### src/rtl/seg_pkg.sv
// Shared constants, decode table and state type for the seven-segment scan controller.
// Latency: combinational helpers only.
// Backpressure: not applicable.
package seg_pkg;

    // All segments dark; the segment bus is active-low.
    localparam logic [6:0] SEG_BLANK = 7'h7F;

    // Active-low gfedcba patterns for hex digits 0..F.
    localparam logic [6:0] SEG_LUT [16] = '{
        7'h40, 7'h79, 7'h24, 7'h30,
        7'h19, 7'h12, 7'h02, 7'h78,
        7'h00, 7'h10, 7'h08, 7'h03,
        7'h46, 7'h21, 7'h06, 7'h0E
    };

    typedef enum logic {
        BLANK = 1'b0,
        SCAN  = 1'b1
    } scan_state_e;

    function automatic logic [6:0] seg_decode(input logic [3:0] nib);
        return SEG_LUT[nib];
    endfunction

endpackage

### src/rtl/seg_scan_tick.sv
// Digit-slot prescaler and slot index counter; tick marks the last cycle of a slot.
// Latency: tick/last are combinational on the registered count and index.
// Backpressure: none; counting freezes whenever run_i is low.
module seg_scan_tick #(
    parameter int DIGITS = 8,
    parameter int DIV    = 50000,
    localparam int IW    = (DIGITS > 1) ? $clog2(DIGITS) : 1,
    localparam int CW    = (DIV > 1) ? $clog2(DIV) : 1
) (
    input  logic          clk_i,
    input  logic          rst_i,
    input  logic          run_i,
    output logic          tick_o,
    output logic [IW-1:0] idx_o,
    output logic          last_o
);

    logic [CW-1:0] cnt_q, cnt_d;
    logic [IW-1:0] idx_q, idx_d;

    assign tick_o = run_i && (cnt_q == CW'(DIV - 1));
    assign last_o = (idx_q == IW'(DIGITS - 1));
    assign idx_o  = idx_q;

    // Next count/index: hold while not running, wrap the slot index at the last digit.
    always_comb begin
        cnt_d = cnt_q;
        idx_d = idx_q;
        if (run_i) begin
            if (tick_o) begin
                cnt_d = '0;
                idx_d = last_o ? '0 : idx_q + IW'(1);
            end else begin
                cnt_d = cnt_q + CW'(1);
            end
        end
    end

    // Prescaler and index registers.
    always_ff @(posedge clk_i) begin
        if (rst_i) begin
            cnt_q <= '0;
            idx_q <= '0;
        end else begin
            cnt_q <= cnt_d;
            idx_q <= idx_d;
        end
    end

endmodule

### src/rtl/seg_scan_ctrl.sv
// Multiplexed common-anode 7-seg scan controller with frame-aligned display updates.
// Latency: outputs registered one cycle behind slot index/state; new words land at the next frame boundary.
// Backpressure: upd_ready drops while a word is pending and rises the cycle after it is applied.
// Optional leading-zero suppression: define SEG_SCAN_LZ_SUPPRESS_EN.
module seg_scan_ctrl
    import seg_pkg::*;
#(
    parameter int DIGITS = 8,
    parameter int DIV    = 50000
) (
    input  logic                  clk,
    input  logic                  rst,
    input  logic                  en,
    input  logic                  upd_valid,
    input  logic [4*DIGITS-1:0]   upd_data,
    output logic                  upd_ready,
    input  logic [DIGITS-1:0]     dp_in,
    input  logic [DIGITS-1:0]     blank_mask,
    output logic [6:0]            seg_o,
    output logic                  dp_o,
    output logic [DIGITS-1:0]     an_o,
    output logic                  frame_done
);

    localparam int IW = (DIGITS > 1) ? $clog2(DIGITS) : 1;

    scan_state_e           state_q;
    logic [4*DIGITS-1:0]   pend_q;
    logic                  pend_v_q;
    logic [4*DIGITS-1:0]   disp_q;
    logic [DIGITS-1:0]     an_q, an_d;
    logic [6:0]            seg_q, seg_d;
    logic                  dp_q, dp_d;
    logic                  frame_done_q;

    logic                  run;
    logic                  tick;
    logic                  last;
    logic [IW-1:0]         idx;
    logic                  boundary;
    logic                  lz_show;
    logic                  show;
    logic [DIGITS-1:0]     onehot;
    logic [3:0]            nib;

    assign run      = (state_q == SCAN);
    assign boundary = tick && last;

    seg_scan_tick #(
        .DIGITS (DIGITS),
        .DIV    (DIV)
    ) u_tick (
        .clk_i  (clk),
        .rst_i  (rst),
        .run_i  (run),
        .tick_o (tick),
        .idx_o  (idx),
        .last_o (last)
    );

`ifdef SEG_SCAN_LZ_SUPPRESS_EN
    logic [IW-1:0] lead;

    // Highest nonzero nibble of the shown word; digit 0 stays lit even for an all-zero word.
    always_comb begin
        lead = '0;
        for (int i = 0; i < DIGITS; i++) begin
            if (disp_q[4*i +: 4] != 4'h0) begin
                lead = IW'(i);
            end
        end
    end

    assign lz_show = (idx <= lead);
`else
    assign lz_show = 1'b1;
`endif

    assign show   = run && !blank_mask[idx] && lz_show;
    assign onehot = DIGITS'(1) << idx;
    assign nib    = disp_q[4*idx +: 4];

    // Next output drive for the current slot; dark whenever the slot is not shown.
    always_comb begin
        an_d  = '1;
        seg_d = SEG_BLANK;
        dp_d  = 1'b1;
        if (show) begin
            an_d  = ~onehot;
            seg_d = seg_decode(nib);
            dp_d  = ~dp_in[idx];
        end
    end

    // Scan state, update handshake, shadow/display words and registered outputs.
    always_ff @(posedge clk) begin
        if (rst) begin
            state_q      <= BLANK;
            pend_q       <= '0;
            pend_v_q     <= 1'b0;
            disp_q       <= '0;
            an_q         <= '1;
            seg_q        <= SEG_BLANK;
            dp_q         <= 1'b1;
            frame_done_q <= 1'b0;
        end else begin
            state_q <= en ? SCAN : BLANK;
            // Accept and transfer are exclusive: accept needs an empty shadow, transfer a full one.
            if (upd_valid && !pend_v_q) begin
                pend_q   <= upd_data;
                pend_v_q <= 1'b1;
            end else if (boundary && pend_v_q) begin
                disp_q   <= pend_q;
                pend_v_q <= 1'b0;
            end
            an_q         <= an_d;
            seg_q        <= seg_d;
            dp_q         <= dp_d;
            frame_done_q <= boundary;
        end
    end

    assign upd_ready  = ~pend_v_q;
    assign an_o       = an_q;
    assign seg_o      = seg_q;
    assign dp_o       = dp_q;
    assign frame_done = frame_done_q;

endmodule

### config.mk
export PLATFORM = sky130hd
export DESIGN_NAME = seg_scan_ctrl
export DESIGN_NICKNAME = d
export VERILOG_FILES = /design/src/rtl/seg_pkg.sv /design/src/rtl/seg_scan_tick.sv /design/src/rtl/seg_scan_ctrl.sv
export SDC_FILE = /design/constraint.sdc
export NUM_CORES = 1
export LEC_CHECK = 0
export CAP_MARGIN = 20
export CORE_ASPECT_RATIO = 0.75
export CORE_MARGIN = 5
export CORE_UTILIZATION = 26
export CTS_CLUSTER_DIAMETER = 120
export DETAILED_ROUTE_END_ITERATION = 8
export PLACE_DENSITY = 0.43
export SYNTH_ARGS = -nofsm -noshare
export SYNTH_HDL_FRONTEND = slang
export SYNTH_HIERARCHICAL = 1
export SYNTH_SLANG_ARGS = --single-unit
### constraint.sdc
create_clock -name clk -period 6.2 [get_ports clk]
set_clock_uncertainty 0.1 [all_clocks]
set_input_delay 0.93 -clock clk [delete_from_list [all_inputs] [get_ports clk]]
set_output_delay 0.93 -clock clk [all_outputs]
set_load 0.005 [all_outputs]
==> metrics.txt, run 1 <==
# clock sinks 102; Detailed Place HPWL 7.43 mm; Nets 605; fmax 0.313 GHz; CTS H-tree lvls 3; clock tree root driver cell clkbuf_16; via-per-instance ratio 4.57; setup repair after global routing missed its margin no; status complete, no violations; Leakage 1.91 nW; final hold violations 0; Worst Hold Class reg -> reg; most used cell, CP inv_1; Netlist cell types 48; Max Cap Viol 0; Placer Congestion 0.770; vias 3,469; area grow syn2layout 27.0%; largest net degree at the start of global routing 77; die span in y 121 um; WP data required 6340 ps; initial antenna violation count 0; crit start category flip-flop; average wire per standard cell 13.5 um; Core ar. 16,100 um^2; reg2reg end seg_o[3]; Met3 Wirelength 619 um; FFs w/ async S/R, synth 0%; Resize count post-CTS 0; Top FF cell, synth dfxtp_1; GRT Overall Usage 11.2%; DRT iter0 DRCs 135; Data arrival, critical path 3340 ps; io pins 70; Port Buffers 69; Cells after Synth 491; #FFs+latches synth 102; Final Critical Period 3200 ps; first-pass GRT wire length 17.3 mm; setup violators final 0; Worst-Margin Slew 822 ps; TritonCTS buffer count 9; Net Count, Synth 552; CTS clk-pin slew, worst paths 70 ps; Die Wd 158 um; vias in the first global route 3,469; Top Metal Used met4; antenna-violating nets left 0; clock tree from TritonCTS yes; Tcrit/Tclk final 51.6%; Clk Latency, worst-skew pair 350 ps; most common cell after layout, fill and taps aside nand2_1; CP Max Fanout 13; Post-DP Area 5130 um^2; ANT cells 0; die area 19,100 um^2; GRT overflow 0; share of cells above drive strength 1 8.01%; WL met1 5.27 mm; Post-CTS Setup Bufs 0; Initial Util 26.6%; placed insts 742; final cell count without fillers 759; R2R Setup Slk 3000 ps; CP endpoint kind flip-flop; Worst Hold Depth 2; Final Max Slew Viols 0; sequential element share of the synthesized area 47.7%; crit path from u_tick/idx_o[0]; Synth warnings 6; Largest stage delay, worst path 640 ps; most area-consuming cells after synthesis dfxtp_1, nand2_1, a21oi_1; PD cells 238 nW/um^2; final wirelength 10.3 mm; Setup TNS 0 ps; max_slew headroom 45.1%; Synth top area share 47.7%; Synth area leader dfxtp_1; CP Cell Sequence buf_4 > mux4_2 > mux2i_1 > inv_1 > ha_1 > inv_1 > nor3_1 > a211o_1 > a21o_1; Post-Syn Area 4280 um^2; CP Class reg -> reg; Initial DRT Pass Iterations 4; Slowest-stage cell, CP dfxtp_1; buffer depth of the longest clock path 2; Max VDD drop 0.128 mV; worst hold start pend_q[19]; hold slack 354 ps; reg2reg path depth 9; R2R Path Start u_tick/idx_o[0]; Site Rows 40; number of synthesized flops with an enable pin 0; Endpoint, Worst Hold pend_q[19]; commonest non-fill, non-tap cells in the layout nand2_1, dfxtp_1, a21oi_1; residual DRC count 0; Post-CTS Hold Fix Bufs 0; final instance area 5430 um^2; DR WL met2 4.25 mm; Mapped Avg Cell Area 8.71 um^2
## worst max-delay path by stage
| stage | to | cells after the start |
|---|---|---|
| global route | seg_o[3] | 9 |
| CTS | seg_o[3] | 9 |
| detailed placement | seg_o[3] | 9 |
| global placement | seg_o[3] | 9 |
| finish | seg_o[3] | 9 |
| floorplan | seg_o[3] | 10 |
## critical path: cells and delay by family (launching register included)
kind / cells / cell delay [ps]
buffers and inverters: 3 / 570
adders and majority gates: 1 / 270
AOI/OAI and AO/OA: 2 / 380
DFF: 1 / 640
and+or+nand+nor: 1 / 50
muxes: 2 / 1080
## synth_stat cells (7+ instances only)
cell and number:
nand2_1 139, nand3_1 11, clkbuf_1 20, inv_1 7, dfxtp_1 102, nand4_1 7
nor2_1 26, ha_1 9, mux4_2 10, mux2i_1 10, xnor2_1 8, a21oi_1 70
## power breakdown
group	internal, W	switching, W	leakage, nW
sequential	0.000669	0.00000895	0.828
combinational	0.0000457	0.0000336	0.943
clock	0.000286	0.000251	0.140
## sequential cells by signal (all words and copies together) (netlist names)
name	cells
seg_o	7
pend_q	32
frame_done	1
pend_v_q	1
disp_q	32
run	1
dp_o	1
u_tick/cnt_q	16
u_tick/idx_o	3
an_o	8
## cell type report
cell class	count	area [um^2]
fillers	1679	10600
multi-input cells	349	2070
repair buffers	75	746
clock buffers	10	239
clock inverters	6	46.3
well taps	210	263
flip-flops and latches	102	2040
inverters	7	26.3
## per-layer routing
layer  track usage (%)  vias up
met2              16.0       74
li1                  -     1776
met4              3.09        0
met3              3.46        8
met5                 0        -
met1              16.1     1611
## per-stage QoR
step / util, % / total power (W) / worst slack [ps]
global route: 33.8 / 0.00136 / 2770
global placement: 31.9 / 0.000771 / 3120
finish: 33.8 / 0.00129 / 3000
detailed placement: 31.9 / 0.000773 / 2980
CTS: 33.7 / 0.00132 / 2950
floorplan: - / 0.000725 / 3540
## logic make-up after synthesis
| logic type | count (synthesis) | synth area share (%) |
|---|---|---|
| and+or+nand+nor | 217 | 23.2 |
| DFF | 102 | 47.7 |
| AOI/OAI and AO/OA | 87 | 11.1 |
| buffers and inverters | 40 | 3.98 |
| muxes | 24 | 8.92 |
| xor gates and xnor gates | 12 | 2.46 |
| adders and majority gates | 9 | 2.63 |
No activity file was read; power rests on OpenSTA's default activity.
==> run 2: changes to the inputs <==
Clock period 6.2 ns to 3.2 ns, I/O delays scaled along.
==> metrics.txt, run 2 (synthesis results as in run 1) <==
Tcrit/Tclk final 83.5%; GRT overflow 0; via-per-instance ratio 4.56; Initial DRT Pass Iterations 4; buffer depth of the longest clock path 2; CP Cell Sequence mux4_2 > mux2i_1 > inv_1 > ha_1 > inv_1 > nor3_1 > a211o_1 > a21o_1; CTS H-tree lvls 3; Detailed Place HPWL 7.50 mm; Worst Hold Class reg -> reg; die span in y 121 um; Post-CTS Hold Fix Bufs 0; Post-CTS Setup Bufs 0; Final Critical Period 2670 ps; final cell count without fillers 762; CP endpoint kind flip-flop; Core ar. 16,100 um^2; most common cell after layout, fill and taps aside nand2_1; setup violators final 0; clock tree from TritonCTS yes; status complete, no violations; Largest regs disp_q: 32 flops, pend_q: 32 flops, u_tick/cnt_q: 16 flops; setup repair after global routing missed its margin no; placed insts 746; max_slew headroom 49.6%; Placer Congestion 0.792; Die Wd 158 um; Data arrival, critical path 2810 ps; antenna-violating nets left 0; Largest stage delay, worst path 570 ps; CTS clk-pin slew, worst paths 70 ps; CP Class reg -> reg; TritonCTS buffer count 9; DRT iter0 DRCs 137; first-pass GRT wire length 17.3 mm; final wirelength 10.5 mm; most used cell, CP inv_1; Setup TNS 0 ps; largest net degree at the start of global routing 74; clock tree root driver cell clkbuf_16; vias in the first global route 3,442; Clk Latency, worst-skew pair 350 ps; Max Cap Viol 0; WP data required 3340 ps; Final Max Slew Viols 0; Port Buffers 69; PD cells 470 nW/um^2; final hold violations 0; Slowest-stage cell, CP dfxtp_1; Site Rows 40; # clock sinks 102; ANT cells 0; average wire per standard cell 13.8 um; residual DRC count 0; CP Max Fanout 7; Resize count post-CTS 0; initial antenna violation count 0; die area 19,100 um^2; share of cells above drive strength 1 8.33%; crit start category flip-flop; GRT Overall Usage 11.3%; io pins 70; Initial Util 26.6%; fmax 0.374 GHz; commonest non-fill, non-tap cells in the layout nand2_1, dfxtp_1, a21oi_1; Max VDD drop 0.244 mV; vias 3,477; area grow syn2layout 27.8%; Leakage 1.93 nW; Worst-Margin Slew 756 ps; Nets 608
-- run 2: cell types whose count changed in the layout (fill, tap and decap cells not counted) --
cell,change
clkinvlp_4,+1
inv_8,-1
bufinv_16,+1
clkinv_2,-1
buf_4,+4
buf_12,+1
buf_8,-2
clkbuf_1,+1
clkinv_4,-1
-- run 2: power breakdown --
| group | internal (W) | switching (W) |
|---|---|---|
| Clock | 0.000628 | 0.000474 |
| Combinational | 0.0000861 | 0.0000663 |
| Sequential | 0.00130 | 0.0000177 |
| Total | 0.00201 | 0.000558 |
-- run 2: final cells by class --
| cell class | count | area (um^2) |
|---|---|---|
| tap | 210 | 263 |
| timing repair buffer | 78 | 766 |
| inverter | 7 | 26.3 |
| clock buffer | 11 | 243 |
| clock inverter | 5 | 58.8 |
| multi-input combinational | 349 | 2070 |
| sequential | 102 | 2040 |
| fill | 1647 | 10600 |
-- run 2: path summary, 6_finish.rpt --
check,start,to,slack (ps),cells past startpoint
setup / recovery,u_tick/idx_o[0],seg_o[3],530,8
hold / removal,pend_q[27],disp_q[27],350,2
setup reg to reg,u_tick/idx_o[0],seg_o[3],530,8
hold reg to reg,pend_q[27],disp_q[27],350,2
-- run 2: routing by layer --
metal	up-vias	share of wire [%]	GRT usage, %
met5	-	0	0
li1	1773	-	-
met4	0	0.99	2.72
met1	1615	50	15.5
met2	79	43	17.1
met3	10	6.3	3.81
-- run 2: through the flow --
stage / util (%) / hold slack, ps / total power, W / area (um^2) / setup WS [ps]
after floorplan: - / 332 / 0.00141 / 4280 / 537
final: 34.0 / 353 / 0.00257 / 5470 / 529
after global routing: 34.0 / 370 / 0.00269 / 5470 / 274
after detailed placement: 32.2 / 347 / 0.00150 / 5170 / 524
after CTS: 34.0 / 357 / 0.00262 / 5470 / 495
after global placement: 32.2 / 343 / 0.00150 / 5170 / 613
-- run 2: critical path, delay by kind of cell, from the launching register on --
| family | cells | cell delay (ps) |
|---|---|---|
| compound gates | 2 | 370 |
| flops | 1 | 570 |
| fa+ha+maj | 1 | 280 |
| simple gates | 1 | 50 |
| buf+inv | 2 | 250 |
| mux | 2 | 930 |
==> run 3: changes to the inputs <==
Settings changed: PLACE_DENSITY 0.43 to 0.44.
Clock period 3.2 ns to 2.4 ns, I/O delays scaled along.
==> metrics.txt, run 3 (synthesis results as in run 1) <==
status complete, no violations; Util after Layout 34.6%; fill count 1,686; die area 19,100 um^2; setup repair after global routing missed its margin no; fmax 0.447 GHz; Largest regs disp_q: 32 flops, pend_q: 32 flops, u_tick/cnt_q: 16 flops; Detailed Place HPWL 7.71 mm; Initial DRT Pass Iterations 4; buffer depth of the longest clock path 2; Leakage 1.98 nW; Worst-Margin Slew 619 ps; clock tree from TritonCTS yes; Core ar. 16,100 um^2; GRT Overall Usage 11.1%; die span in y 121 um; final wirelength 10.3 mm; pre-CTS setup slack 81.9 ps; Tcrit/Tclk final 93.3%; WP data required 2530 ps; CP endpoint kind flip-flop; Die Wd 158 um; initial antenna violation count 0; CP Cell Sequence mux4_2 > mux2i_4 > inv_1 > ha_1 > inv_1 > nor3_1 > a211o_1 > a21o_1; Final Max Slew Viols 0; vias in the first global route 3,512; via-per-instance ratio 4.56; Max VDD drop 0.291 mV; ANT cells 0; final cell count without fillers 773; Port Buffers 69; Clk Latency, worst-skew pair 340 ps; Slowest-stage cell, CP mux4_2; largest net degree at the start of global routing 62; Worst Hold Class in -> reg; Setup TNS 0 ps; Crit path max-delay family multiplexers; Final Critical Period 2240 ps; CP Max Fanout 10; first-pass GRT wire length 17.3 mm; area grow syn2layout 29.8%; share of cells above drive strength 1 10.8%; Placer Congestion 0.856; vias 3,523; PD cells 601 nW/um^2; Nets 619; clock tree root driver cell clkbuf_16; average wire per standard cell 13.4 um; CTS clk-pin slew, worst paths 70 ps; crit start category flip-flop; Buf+Inv Stages, Crit Path 2; DRT iter0 DRCs 110; # clock sinks 102; residual DRC count 0; io pins 70; Max Cap Viol 0; Post-CTS Hold Fix Bufs 0; most used cell, CP inv_1; antenna-violating nets left 0; final hold violations 0; most common cell after layout, fill and taps aside nand2_1; Largest stage delay, worst path 550 ps; CP Class reg -> reg; GRT overflow 0; worst setup margin 161 ps; max_slew headroom 58.7%; Site Rows 40; Initial Util 26.6%; TritonCTS buffer count 9; placed insts 755; Pwr Total 0.00334 W; commonest non-fill, non-tap cells in the layout nand2_1, dfxtp_1, a21oi_1; setup violators final 0; Data arrival, critical path 2370 ps; CTS H-tree lvls 3
[run 3: changes by cell type in the layout (fill, tap and decap cells not counted)]
cell	delta
buf_4	+11
bufinv_16	-1
clkbuf_1	-1
clkinv_2	+1
clkinvlp_4	-1
dfxtp_1	-1
dfxtp_4	+1
inv_6	+2
mux2i_1	-2
mux2i_2	+1
mux2i_4	+1
or2_0	-1
or2_1	+1
[run 3: worst paths after layout]
| check | endpoint | from | cells past startpoint | slack, ps |
|---|---|---|---|---|
| max | seg_o[3] | u_tick/idx_o[0] | 8 | 160 |
| min | run | rst | 2 | 300 |
| max reg2reg | seg_o[3] | u_tick/idx_o[0] | 8 | 160 |
| min reg2reg | disp_q[10] | disp_q[10] | 2 | 350 |
[run 3: area by class of cell]
cell class,count,area (um^2),share of cell area (%)
Clock buffer,10,239,4.30
Clock inverter,6,43.8,0.789
Inverter,7,26.3,0.473
Multi-Input combinational cell,349,2090,37.6
Sequential cell,102,2050,36.8
Tap cell,210,263,4.73
Timing Repair Buffer,89,848,15.3
[run 3: stage by stage]
stage	area (um^2)	hold slack [ps]
2_1_floorplan	4300	322
3_5_place_dp	5250	347
5_1_grt	5550	313
4_1_cts	5540	295
3_3_place_gp	5250	345
6_report	5550	296
[run 3: what timing repair did]
action | CTS | global route
gates resized for setup | 0 | 2
endpoints found under the setup margin | 0 | 8
buffers inserted | 0 | 2
[run 3: routing by layer]
layer / wire [um] / up-vias / share of wire [%] / global-route usage, %
li1: - / 1802 / - / -
met1: 5150 / 1646 / 50 / 15.4
met2: 4560 / 68 / 44 / 17.1
met3: 563 / 7 / 5.4 / 3.21
met4: 68 / 0 / 0.66 / 2.50
met5: 0 / - / 0 / 0
[run 3: power by group]
part / switching [W] / internal, W
sequential: 0.0000200 / 0.00173
clock: 0.000643 / 0.000738
combinational: 0.0000895 / 0.000118
